--- config.mk ---
export PLATFORM = sky130hd
export DESIGN_NAME = store_buffer_drain
export DESIGN_NICKNAME = d
export VERILOG_FILES = /design/src/rtl/store_buffer_drain.sv
export SDC_FILE = /design/constraint.sdc
export NUM_CORES = 1
export LEC_CHECK = 0
export ABC_CLOCK_PERIOD_IN_PS = 1900
export CAP_MARGIN = 40
export CORE_MARGIN = 1
export CORE_UTILIZATION = 25
export DETAILED_ROUTE_END_ITERATION = 7
export GPL_TIMING_DRIVEN = 1
export REMOVE_ABC_BUFFERS = 1
export SLEW_MARGIN = 20
export SYNTH_ARGS = -nofsm -noshare
export SYNTH_HDL_FRONTEND = slang
export SYNTH_SLANG_ARGS = --single-unit
--- constraint.sdc ---
create_clock -name clk -period 1.9 [get_ports clk]
set_input_delay 0.38 -clock clk [delete_from_list [all_inputs] [get_ports clk]]
set_output_delay 0.38 -clock clk [all_outputs]
set_load 0.1 [all_outputs]
--- src/rtl/store_buffer_drain.sv ---
// rtl/store_buffer_drain.sv - drains store-buffer FIFO packets into single-beat AXI writes
// Holds one latched packet at a time; pulses complete after its write response returns.
module store_buffer_drain #(
  parameter int         DATA_WEDTH = 71,
  parameter logic [3:0] AXI_ID     = 4'd1
) (
  input  logic                  clk,
  input  logic                  resetn,
  input  logic                  fifo_empty,
  input  logic [DATA_WEDTH-1:0] fifo_rdata,
  output logic                  complete,
  output logic [3:0]            awid,
  output logic [31:0]           awaddr,
  output logic [7:0]            awlen,
  output logic [2:0]            awsize,
  output logic [1:0]            awburst,
  output logic                  awvalid,
  input  logic                  awready,
  output logic [31:0]           wdata,
  output logic [3:0]            wstrb,
  output logic                  wlast,
  output logic                  wvalid,
  input  logic                  wready,
  input  logic [1:0]            bresp,
  input  logic                  bvalid,
  output logic                  bready,
  output logic                  bus_err,
  output logic [31:0]           bus_err_addr,
  output logic                  drain_idle
);

  typedef enum logic [1:0] {IDLE, SEND, WAIT_B, DONE} state_t;

  state_t                state;
  logic [DATA_WEDTH-1:0] req;
  logic                  aw_pend;
  logic                  w_pend;

  // A channel stays pending until its own handshake; AW and W finish independently.
  always_comb begin
    aw_pend = awvalid && !awready;
    w_pend  = wvalid && !wready;
  end

  always_ff @(posedge clk) begin
    if (!resetn) begin
      state        <= IDLE;
      req          <= '0;
      awvalid      <= 1'b0;
      wvalid       <= 1'b0;
      bready       <= 1'b0;
      complete     <= 1'b0;
      bus_err      <= 1'b0;
      bus_err_addr <= 32'h0;
    end else begin
      case (state)
        IDLE: begin
          complete <= 1'b0;
          if (!fifo_empty) begin
            req     <= fifo_rdata;
            awvalid <= 1'b1;
            wvalid  <= 1'b1;
            state   <= SEND;
          end
        end
        SEND: begin
          awvalid <= aw_pend;
          wvalid  <= w_pend;
          if (!aw_pend && !w_pend) begin
            bready <= 1'b1;
            state  <= WAIT_B;
          end
        end
        WAIT_B: begin
          if (bvalid) begin
            bready   <= 1'b0;
            complete <= 1'b1;
            state    <= DONE;
            // Only the first failing store is recorded; draining continues regardless.
            if (bresp != 2'b00 && !bus_err) begin
              bus_err      <= 1'b1;
              bus_err_addr <= req[63:32];
            end
          end
        end
        DONE: begin
          complete <= 1'b0;
          state    <= IDLE;
        end
        default: state <= IDLE;
      endcase
    end
  end

  assign awid       = AXI_ID;
  assign awaddr     = req[63:32];
  assign awlen      = 8'd0;
  assign awsize     = req[70:68];
  assign awburst    = 2'b01;
  assign wdata      = req[31:0];
  assign wstrb      = req[67:64];
  assign wlast      = 1'b1;
  assign drain_idle = (state == IDLE) && fifo_empty;

endmodule
======== Word-level counts from Yosys, hierarchy flattened ========
Cells that the tools add are included.
word-level totals
  register bits after elaboration ......... 110
  input bits .............................. 79
  logic and storage cells ................. 49
operators by class
  eq/ne operators ......................... 6
  multiplexer cells ....................... 12
  bitwise gates (word level) .............. 1
  reduce and logical (&&, ||, !) cells .... 22
operator list
  cell                  count
  $reduce_and A3 Y1     3
  $pmux W1 S2           4
  $pmux W2 S4           1
  $reduce_bool A2 Y1    4
  $mux W2               3
  $ne A2 B2 Y1 const B  3
  $reduce_and A2 Y1     3
  $logic_and A1 B1 Y1   5
  $logic_not A1 Y1      5
  $eq A2 B2 Y1 const B  2
  $mux W1               4
  $eq A2 B1 Y1 const B  1
  $logic_not A2 Y1      1
  $reduce_or A2 Y1      1
  $not A1 Y1            1

======== Longest topological paths before layout ========
  depth after elaboration ................. 6
  gate-level depth with buffers ........... 7

======== Worst setup path before layout ========
No wires, ideal clock.
  path type ............................... reg2reg
  from .................................... register state[0]
  to ...................................... register state[0]
  setup time .............................. 116 ps
  data arrival time ....................... 1745 ps
  data required time ...................... 1784 ps
  slack ................................... 39 ps
  cell stages (with the launch flop) ...... 7
  path buffers ............................ 0
  cells stage by stage .................... dfxtp_1 -> inv_1 -> ha_1 -> nand2_1 -> inv_1 -> a2111o_1 -> o211a_1
between the ends
  longest elaborated chain between the ends .. 3
  elaborated cells on any way between the ends .. 9
  classes of those cells .................. eq/ne (6); mux (1); reduce/logical (2)
RTL lines
  item                                        RTL line  source
  start: declaration                          34        state_t state;
  start signal: assignment                    47        state <= IDLE;
  start signal: assignment                    63        state <= SEND;
  start signal: assignment                    71        state <= WAIT_B;
  $eq A2 B1 Y1, or another cell as far along  56        case (state)
  $ne A2 B2 Y1 (no line)                      --
  $reduce_and A3 Y1 (no line)                 --
Parallel ways exist; a longest one is shown, timed or not.
A chain may end at the register's enable or synchronous reset.

======== Worst setup path in the final report ========
  from .................................... register state[1]
  to ...................................... output drain_idle
between the ends
  longest elaborated chain between the ends .. 2
RTL lines
  item                 RTL line  source
  $logic_not A2 Y1     103       assign drain_idle = (state == IDLE) && fifo_empty;
  $logic_and A1 B1 Y1  103
  end: declaration     29        output logic drain_idle
No other way between the ends.

==> run_results.csv <==
group,metric,value,unit
sta,period_share,94.70,%
power_and_ir_drop,leakage,2.559,nW
sta,slew_violations,0,
route,route.vias.total,3805,
worst_hold_path,holdPathStages,2,
worst_setup_path,rrSetupSlack,0.33,ns
synth,netlist_area,4168,sq um
route,dr.pass1.iters,5,
job,maxCapViolCount,0,
synth,synth.distinct_cells,27,
synth,ys_seq_area_share,52.84,%
finish,fin_nets,773,
route,drcViolationCount,0,
synth,synth_common_cells,"nand2_1, dfxtp_1, a21oi_1, buf_2, buf_4",
worst_setup_path,rr_endpoint,"state[1]",
floorplan,num_rows,46,
clock_tree,cts_setup_buffers,0,
sta,final.min_clock_period,1.799,ns
floorplan,die_h,131.1,um
synth,synth_top_area_share,52.84,%
floorplan,die_x,131.1,um
global_route,track_usage,13.55,%
synth,yosysTopAreaCell,"dfxtp_1",
worst_setup_path,worstSetupPathType,"reg2out",
route,drtIter0Drc,146,
power_and_ir_drop,irDropWorstVdd,0.6429,mV
synth,yosys_warnings,0,
finish,drive_gt1_share,23.27,%
worst_setup_path,worstPathMaxFanout,4,
placement,hpwl,7.969,mm
clock_tree,clock-root-buffer,"clkbuf_16",
worst_setup_path,endpoint_kind,"primary output",
sta,hold_viol_final,0,
sta,max_freq,0.5558,GHz
sta,timing.hold.ws,0.4555,ns
sta,setup_viol,0,
clock_tree,clkTransAtPathRegs,0.07,ns
route,antenna_left,0,
global_route,overflow,0,
global_route,grt_start_max_net_pins,55,
worst_setup_path,start_kind,"register",
synth,synthArstFlopShare,0,%
synth,ys_ff_latch,110,
finish,utilization,39.58,%
sta,fin_skew,0.004985,ns
worst_setup_path,cp_data_required_time,1.52,ns
placement,port_buffers,187,
global_route,antenna_found_initial,0,
route,routed_wirelength,11.61,mm
placement,gp_congestion,0.7148,
global_route,first_global_vias,3638,
synth,syn-mean-instance-area,8.108,sq um
synth,syn_inst,514,
clock_tree,cts_max_level,3,
worst_setup_path,reg2reg_depth,5,
clock_tree,numCtsBuffers,9,
route,via_per_inst,4.191,
worst_setup_path,crit_start,"state[1]",
global_route,grt_pass1_wl,18.66,mm
worst_setup_path,rr_startpoint,"state[0]",
finish,antenna_cells,0,
clock_tree,cts_tree,"built",
worst_hold_path,hp-class,"reg2reg",
run_status,status,"finished clean",
worst_setup_path,endpoint,"drain_idle",
clock_tree,insertion_delay,0.34,ns
floorplan,dieArea,17190,sq um
synth,synth_flop_cell,"dfxtp_1",
synth,yosysMostFrequentCell,"nand2_1",
floorplan,coreArea,16060,sq um
worst_setup_path,crit_arrival,1.42,ns
clock_tree,cts_sinks,110,
floorplan,boundaryPins,203,
clock_tree,cts_buffer_depth,2,
floorplan,start_util,25.95,%
synth,synth_edf_count,0,
synth,synthTopCellsByArea,"dfxtp_1, nand2_1, a21oi_1",
sta,rsz0062_at_grt,"no",
finish,area_growth,52.51,%
power_and_ir_drop,powerDensity,1407,nW/um^2
route,routedWlPerCell,12.79,um
area by class of cell:
type | count | area (sq um)
Fill cell | 1667 | 9702
Sequential cell | 110 | 2203
Timing Repair Buffer | 199 | 1889
Multi-Input combinational cell | 361 | 1690
Tap cell | 216 | 270.3
Clock buffer | 12 | 236.5
Clock inverter | 2 | 35.03
Inverter | 8 | 31.28
state kept, by name (all words and copies together) (netlist names):
register	cells
state	2
bready	1
bus_err_addr	32
req	71
awvalid	1
bus_err	1
complete	1
wvalid	1
power breakdown:
group          leakage [nW]  total, mW  switching [mW]  internal, mW
clock                 0.132       1.82           0.811          1.01
sequential            0.898       2.84           0.214          2.62
combinational          1.53       4.28            3.26          1.03
total                  2.56       8.94            4.28          4.66
cell usage in the layout, fill, tap and decap left out:
cell,Yosys,routed
a2111o_1,1,1
a211oi_1,1,1
a21oi_1,98,98
a21oi_2,11,11
buf_12,1,16
buf_4,15,105
bufinv_16,0,1
clkbuf_1,7,3
clkbuf_16,0,9
clkdlybuf4s50_1,0,78
clkinv_2,0,2
conb_1,2,15
dfxtp_1,110,109
dfxtp_2,0,1
ha_1,5,5
inv_1,7,6
inv_2,1,1
mux2i_1,2,2
nand2_1,204,204
nand2_2,10,10
nand2b_2,0,1
nand2b_4,1,1
nand3_1,1,1
nor2_1,3,3
nor2_4,1,1
nor2b_1,2,1
nor2b_4,0,1
o211a_1,1,1
o211ai_4,1,1
o21ai_0,2,2
o22ai_1,1,1
cell families (layout without fill, tap and decap cells):
group,after synthesis,count (layout),synth area share (%)
adders and majority gates,5,5,1.501
DFF,110,110,52.84
AOI/OAI and AO/OA,116,116,15.67
buffers and inverters,56,221,8.016
and+or+nand+nor,223,223,21.31
muxes,2,2,0.4804
other,2,15,0.1802
metrics by stage:
| stage | worst slack [ns] | area (sq um) | total power [mW] | instances | TNS, ns |
|---|---|---|---|---|---|
| floorplan | -1.362 | 3913 | 6.016 | 479 | -97.68 |
| global placement | 0.1464 | 6083 | 7.206 | 894 | 0 |
| detailed placement | 0.1196 | 6083 | 7.222 | 894 | 0 |
| CTS | 0.03319 | 6355 | 9.087 | 908 | 0 |
| global route | 0.006624 | 6356 | 9.390 | 908 | 0 |
| finish | 0.1007 | 6356 | 8.940 | 908 | 0 |
what timing repair did:
| item | in CTS | in global routing |
|---|---|---|
| gates resized for setup | 0 | 2 |
| hold buffers | 0 | 0 |
| endpoints found under the setup margin | 0 | 1 |
worst min path at each step:
stage / slack, ns / start / to
finish: 0.46 / req[0] / req[0]
global placement: 0.44 / req[19] / req[19]
detailed placement: 0.45 / req[0] / req[0]
floorplan: 0.45 / state[1] / state[1]
CTS: 0.46 / req[0] / req[0]
global route: 0.47 / req[26] / req[26]
per-layer routing:
metal  vias up  share of wire [%]  track usage, %
met5         -                  0               0
met3        10                7.5           4.282
met2       136                 45           21.25
met4         0                1.2           5.294
li1       1963                  -               -
met1      1696                 47           17.20
worst max-delay path: stages, from the launching register on:
cell and delay (ns):
dfxtp_1 0.32, inv_1 0.12, ha_1 0.24, nand2_1 0.12, inv_2 0.11, buf_12 0.18
Note: power is estimated with default switching activity, not from simulation.
